File: src/rtl/mem_arb_pkg.sv
// -----------------------------------------------------------------------------
// mem_arb_pkg
// Shared types and constants for the two-requester memory bus arbiter.
//   arb_state_t  : arbiter FSM states
//   grant_t      : identifies which requester owns the bus
//   ERR_READDATA : read data returned to a requester whose transfer timed out
//   WAIT_CNT_W   : width of the waitrequest stall counter
// -----------------------------------------------------------------------------
package mem_arb_pkg;

    typedef enum logic [1:0] {
        IDLE,
        XFER,
        RESP
    } arb_state_t;

    typedef enum logic {
        GRANT_INSTR,
        GRANT_DATA
    } grant_t;

    localparam logic [31:0] ERR_READDATA = 32'hFFFF_FFFF;

    // Wide enough for the default TIMEOUT_CYCLES of 1024.
    localparam int unsigned WAIT_CNT_W = 11;

endpackage

File: src/rtl/rr_pick2.sv
// -----------------------------------------------------------------------------
// rr_pick2
// Two-way round-robin picker. Purely combinational.
// Ports:
//   req_instr  in   fetch port is requesting
//   req_data   in   data port is requesting
//   last_grant in   requester that completed the previous transfer
//   valid      out  at least one request is present
//   winner     out  requester to grant (meaningful only when valid)
// -----------------------------------------------------------------------------
module rr_pick2
    import mem_arb_pkg::*;
(
    input  logic   req_instr,
    input  logic   req_data,
    input  grant_t last_grant,
    output logic   valid,
    output grant_t winner
);

    always_comb begin
        valid  = req_instr | req_data;
        winner = GRANT_INSTR;
        if (req_instr && req_data) begin
            // On contention the port that was not served last wins.
            winner = (last_grant == GRANT_DATA) ? GRANT_INSTR : GRANT_DATA;
        end else if (req_data) begin
            winner = GRANT_DATA;
        end
    end

endmodule

File: src/rtl/mem_bus_arbiter.sv
// -----------------------------------------------------------------------------
// mem_bus_arbiter
// Shares one waitrequest-style memory bus between the core's instruction-fetch
// port and data port. Transfers are serialised IDLE -> XFER -> RESP; payloads
// are latched at grant so the bus is driven only from registered state.
// A stall counter aborts a transfer whose waitrequest never drops.
// Ports:
//   clk, reset                         clock, synchronous active-high reset
//   i_read, i_address                  fetch request and byte address
//   i_readdata, i_done                 fetched word and one-cycle done pulse
//   d_read, d_write, d_address,
//   d_byteenable, d_writedata          data request and payload
//   d_readdata, d_done                 data read result and done pulse
//   m_address, m_read, m_write,
//   m_byteenable, m_writedata          memory-side request
//   m_readdata, m_waitrequest          memory-side response / stall
//   err                                sticky error (timeout or read+write)
// -----------------------------------------------------------------------------
module mem_bus_arbiter
    import mem_arb_pkg::*;
#(
    parameter int unsigned TIMEOUT_CYCLES = 1024
)
(
    input  logic        clk,
    input  logic        reset,

    input  logic        i_read,
    input  logic [31:0] i_address,
    output logic [31:0] i_readdata,
    output logic        i_done,

    input  logic        d_read,
    input  logic        d_write,
    input  logic [31:0] d_address,
    input  logic [3:0]  d_byteenable,
    input  logic [31:0] d_writedata,
    output logic [31:0] d_readdata,
    output logic        d_done,

    output logic [31:0] m_address,
    output logic        m_read,
    output logic        m_write,
    output logic [3:0]  m_byteenable,
    output logic [31:0] m_writedata,
    input  logic [31:0] m_readdata,
    input  logic        m_waitrequest,

    output logic        err
);

    localparam logic [WAIT_CNT_W-1:0] WAIT_LAST = WAIT_CNT_W'(TIMEOUT_CYCLES - 1);

    arb_state_t            state_q,      state_d;
    grant_t                grant_q,      grant_d;
    grant_t                last_grant_q, last_grant_d;
    logic [31:0]           addr_q,       addr_d;
    logic [3:0]            be_q,         be_d;
    logic [31:0]           wdata_q,      wdata_d;
    logic                  is_write_q,   is_write_d;
    logic [WAIT_CNT_W-1:0] wait_cnt_q,   wait_cnt_d;
    logic [31:0]           i_rdata_q,    i_rdata_d;
    logic [31:0]           d_rdata_q,    d_rdata_d;
    logic                  err_q,        err_d;

    logic   pick_valid;
    grant_t pick_winner;

    rr_pick2 u_pick (
        .req_instr  (i_read),
        .req_data   (d_read | d_write),
        .last_grant (last_grant_q),
        .valid      (pick_valid),
        .winner     (pick_winner)
    );

    always_comb begin
        // NOTE: every signal gets a default before the case so no path leaves
        // it unassigned, which would otherwise infer a latch.
        state_d      = state_q;
        grant_d      = grant_q;
        last_grant_d = last_grant_q;
        addr_d       = addr_q;
        be_d         = be_q;
        wdata_d      = wdata_q;
        is_write_d   = is_write_q;
        wait_cnt_d   = wait_cnt_q;
        i_rdata_d    = i_rdata_q;
        d_rdata_d    = d_rdata_q;
        err_d        = err_q;

        unique case (state_q)
            IDLE: begin
                if (pick_valid) begin
                    grant_d    = pick_winner;
                    wait_cnt_d = '0;
                    state_d    = XFER;
                    if (pick_winner == GRANT_INSTR) begin
                        addr_d     = i_address;
                        be_d       = 4'hF;
                        wdata_d    = '0;
                        is_write_d = 1'b0;
                    end else begin
                        addr_d     = d_address;
                        be_d       = d_byteenable;
                        wdata_d    = d_writedata;
                        // Conflicting read+write resolves as a write.
                        is_write_d = d_write;
                        if (d_read && d_write) begin
                            err_d = 1'b1;
                        end
                    end
                end
            end

            XFER: begin
                if (!m_waitrequest) begin
                    if (!is_write_q) begin
                        if (grant_q == GRANT_INSTR) i_rdata_d = m_readdata;
                        else                        d_rdata_d = m_readdata;
                    end
                    last_grant_d = grant_q;
                    state_d      = RESP;
                end else if (wait_cnt_q == WAIT_LAST) begin
                    // This is the last tolerated stall cycle: abort.
                    err_d = 1'b1;
                    if (grant_q == GRANT_INSTR) i_rdata_d = ERR_READDATA;
                    else                        d_rdata_d = ERR_READDATA;
                    state_d = RESP;
                end else begin
                    wait_cnt_d = wait_cnt_q + WAIT_CNT_W'(1);
                end
            end

            RESP: begin
                // Requests are deliberately not looked at here, so a port that
                // drops its request on done is never granted twice.
                state_d = IDLE;
            end

            default: state_d = IDLE;
        endcase
    end

    // NOTE: sequential state uses non-blocking assignments so every flop sees
    // the pre-edge value of every other flop, independent of statement order.
    always_ff @(posedge clk) begin
        if (reset) begin
            state_q      <= IDLE;
            grant_q      <= GRANT_INSTR;
            last_grant_q <= GRANT_DATA;
            addr_q       <= '0;
            be_q         <= '0;
            wdata_q      <= '0;
            is_write_q   <= 1'b0;
            wait_cnt_q   <= '0;
            i_rdata_q    <= '0;
            d_rdata_q    <= '0;
            err_q        <= 1'b0;
        end else begin
            state_q      <= state_d;
            grant_q      <= grant_d;
            last_grant_q <= last_grant_d;
            addr_q       <= addr_d;
            be_q         <= be_d;
            wdata_q      <= wdata_d;
            is_write_q   <= is_write_d;
            wait_cnt_q   <= wait_cnt_d;
            i_rdata_q    <= i_rdata_d;
            d_rdata_q    <= d_rdata_d;
            err_q        <= err_d;
        end
    end

    // Outputs decode only registered state, so requester inputs never reach
    // the memory bus combinationally.
    assign m_address    = addr_q;
    assign m_byteenable = be_q;
    assign m_writedata  = wdata_q;
    assign m_read       = (state_q == XFER) && !is_write_q;
    assign m_write      = (state_q == XFER) &&  is_write_q;

    assign i_done       = (state_q == RESP) && (grant_q == GRANT_INSTR);
    assign d_done       = (state_q == RESP) && (grant_q == GRANT_DATA);
    assign i_readdata   = i_rdata_q;
    assign d_readdata   = d_rdata_q;
    assign err          = err_q;

endmodule

File: config.mk
export PLATFORM = sky130hd
export DESIGN_NAME = mem_bus_arbiter
export DESIGN_NICKNAME = d
export VERILOG_FILES = /design/src/rtl/mem_arb_pkg.sv /design/src/rtl/rr_pick2.sv /design/src/rtl/mem_bus_arbiter.sv
export SDC_FILE = /design/constraint.sdc
export NUM_CORES = 1
export LEC_CHECK = 0
export ABC_AREA = 1
export BUFFER_PORTS_ARGS = -buffer_cell sky130_fd_sc_hd__clkbuf_2
export CORE_MARGIN = 10
export CORE_UTILIZATION = 30
export CTS_CLUSTER_SIZE = 16
export DETAILED_ROUTE_END_ITERATION = 12
export SYNTH_ARGS = -nofsm -noshare
export SYNTH_HDL_FRONTEND = slang
export SYNTH_SLANG_ARGS = --single-unit
File: constraint.sdc
create_clock -name clk -period 2.5 [get_ports clk]
set_input_delay 0.125 -clock clk [delete_from_list [all_inputs] [get_ports clk]]
set_output_delay 0.125 -clock clk [all_outputs]
set_load 0.005 [all_outputs]
==> flow_summary_export.csv <==
group,metric,value,unit
outcome,run_status,"completed",
timing,setup_violations,0,
global_routing,grt_pass1_vias,7577,
power,intPower,4.43,mW
synthesis,synth.yosys.seq_area_share,44.0,%
cts,clock_tree.root_cell,"clkbuf_16",
timing,skew,0.0134,ns
synthesis,syn_area_per_cell,6.73,um^2
run,drv_cap,0,
synthesis,synth_area,0.00679,mm^2
cts,cts_buffer_depth,2,
placed_design,dp_hpwl,17200,um
timing,fin_crit_sh,91.4,%
die,initial_core_util,30.8,%
cells_and_area,filler_cell_count,2242,
timing,slew_violations,0,
timing,tns,0,ns
global_routing,grt.overflow.total,0,
drt,detail_route.first_pass.iterations,5,
cells_and_area,syn_to_final_growth,46.1,%
placed_design,place_congestion,0.810,
drt,remaining_drc_errors,0,
power,worst_ir_drop_vdd,0.370,mV
cts,clock-sinks,149,
power,switchingPower,2.01,mW
power,clock_power_share,40.6,%
drt,vias_per_cell,4.59,
global_routing,grt_max_degree,68,
setup_path,crit_fanout,33,
global_routing,antenna_found_initial,2,
setup_path,cp_slowest_stage_delay,0.57,ns
power,p_leak,4.93,nW
synthesis,synth_nets,1147,
cells_and_area,num-nets-final,1491,
timing,layout_min_cycle_time,2.28,ns
die,rows,54,
setup_path,cp.required,2.88,ns
cts,path_clk_slew,0.08,ns
cts,htree_levels,4,
timing,fmax,438,MHz
placed_design,post_dp_cell_area,0.00830,mm^2
setup_path,critPathSlowestCell,"dlygate4sd3_1",
cts,cts_setup_buffers,0,
timing,fin_ws,0.216,ns
timing,hold_violations,0,
cts,insertion_delay,0.43,ns
die,fp.dieH,170,um
setup_path,cp_top_family,"buffers and inverters",
global_routing,grt_pass1_wl,40300,um
setup_path,cp_num_buf_inv,7,
setup_path,critical_path_class,"in -> reg",
synthesis,ys_ff_latch,149,
global_routing,grtUsageTotal,17.2,%
setup_path,worstPathArrival,2.66,ns
timing,relSlewSlack,60.6,%
power,switching_share,31.2,%
cells_and_area,final_cell_area,0.00991,mm^2
power,cellPowerDensity,650,mW/mm^2
synthesis,yosysWarnings,0,
cells_and_area,drive_above_1_share,24.8,%
power,pwr-share-seq,40.9,%
die,core_area,0.0220,mm^2
placed_design,place.port_buffers,274,
drt,drtIter0Drc,517,
min_path,min-delay-path-class,"in -> reg",
die,die_area,0.0290,mm^2
drt,antenna_left,0,
setup_path,crit_chain,"dlygate4sd3_1 -> clkbuf_2 -> nor2_1 -> inv_1 -> nand2_1 -> buf_4 -> inv_1 -> buf_4 -> nand2_1 -> a21oi_1 -> dlygate4sd3_1",
die,num_io_pins,275,
timing,worst_slew_pin_slew,0.590,ns
timing,rsz0062_at_grt,"false",
setup_path,start_kind,"primary input",
cts,numCtsBuffers,17,
drt,num_vias,7565,
synthesis,yosysUniqueCellTypes,26,
placed_design,dp_cells,1512,
drt,wl_per_cell,15.4,um
power,combPwrFrac,18.6,%
synthesis,synthCells,1008,
placed_design,pre_cts_slack,0.555,ns
die,fp.dieW,170,um
cells_and_area,fin_cells,1647,
setup_path,end_kind,"register",
timing,fin_hold_ws,0.0367,ns
cts,cts_tree,"done",
drt,routed_wl,25400,um
-- path summary, 6_finish.rpt --
path | startpoint | endpoint | slack, ns | cells after the start
hold / removal | m_readdata[30] | i_readdata[30] | 0.04 | 5
hold reg to reg | err | err | 0.45 | 2
setup / recovery | d_write | m_address[16] | 0.22 | 11
setup reg to reg | state_q[0] | m_address[16] | 0.29 | 6
-- layout by cell type, fill, tap and decap left out, types with 3 or more instances in the layout --
cell / count
a21oi_1: 103
buf_12: 3
buf_4: 12
clkbuf_16: 17
clkbuf_2: 274
clkinv_8: 4
dfxtp_1: 149
dlygate4sd3_1: 101
inv_1: 151
inv_6: 6
inv_8: 5
nand2_1: 276
nand2_2: 4
nand3_1: 12
nand4_1: 65
nor2_1: 124
nor2_2: 4
o21ai_0: 41
-- logic make-up (layout without fill, tap and decap cells) --
group	after synthesis	after routing	share of synthesized area, %
other	0	2	0
buffers and inverters	218	575	13.8
AOI/OAI and AO/OA	147	147	11.1
DFF	149	149	44.0
and+or+nand+nor	493	493	31.0
adders and majority gates	1	1	0.184
-- metal layers --
metal	vias up	global-route usage [%]	wire length [um]
met2	307	26.9	11500
met1	3384	20.6	10800
met4	2	6.06	532
met5	-	0	18
met3	39	7.29	2600
li1	3833	-	-
-- power by group through the flow --
stage	clock network, mW	logic, mW	registers, mW
after floorplan	0	0.553	2.69
after global placement	0	1.00	2.68
after detailed placement	0	1.01	2.68
after CTS	2.68	1.19	2.63
after global routing	2.78	1.34	2.65
final	2.61	1.19	2.63
-- flip-flops by register name (all words and copies together), names as in the netlist --
name,cells
d_readdata,32
m_address,32
wait_cnt_q,11
err,1
m_writedata,32
last_grant_q,1
i_readdata,32
state_q,2
grant_q,1
is_write_q,1
m_byteenable,4
-- what timing repair did --
action	4_1_cts	5_1_grt
endpoints found under the hold margin	69	0
hold buffers	101	0
endpoints found under the setup margin	0	0
resized for setup	0	0
-- layout make-up --
cell class	instances	area [um^2]	share of cell area, %
diodes	2	5.00	0.0505
clock buffers	17	425	4.29
clock inverters	15	174	1.75
inverters	153	574	5.79
multi-input cells	641	2870	28.9
flip-flops and latches	149	2980	30.1
well taps	280	350	3.53
repair buffers	390	2530	25.5
-- stage by stage --
stage	total power, mW	util, %
3_3_place_gp	3.68	37.7
5_1_grt	6.77	45.0
2_1_floorplan	3.24	-
3_5_place_dp	3.69	37.7
4_1_cts	6.50	45.0
6_report	6.44	45.0
-- worst reg2reg max path: cells and delay by family (launching register included) --
kind / cells / cell delay (ns)
buf+inv: 2 / 1.03
compound gates: 3 / 0.54
flops: 1 / 0.34
simple gates: 1 / 0.25
-- synthesized netlist by cell type --
cell,number,area [um^2]
or2_2,1,6.26
o21ai_0,41,205
inv_1,152,571
buf_6,12,135
buf_4,3,22.5
o21bai_1,1,7.51
a21oi_1,103,515
nand3_2,1,10.0
nand4_2,1,12.5
nor3_1,2,10.0
nand3_1,12,60.1
o211ai_1,1,7.51
ha_1,1,12.5
nand4_1,65,407
nor2_2,4,25.0
nand2_4,1,11.3
o21ai_4,1,16.3
buf_1,4,15.0
nand2_1,277,1040
dfxtp_1,149,2980
nand2_2,3,18.8
nor2_1,124,465
buf_2,15,75.1
clkbuf_1,31,116
inv_2,1,3.75
nand3_4,2,35.0
No activity file was read; power rests on OpenSTA's default activity.
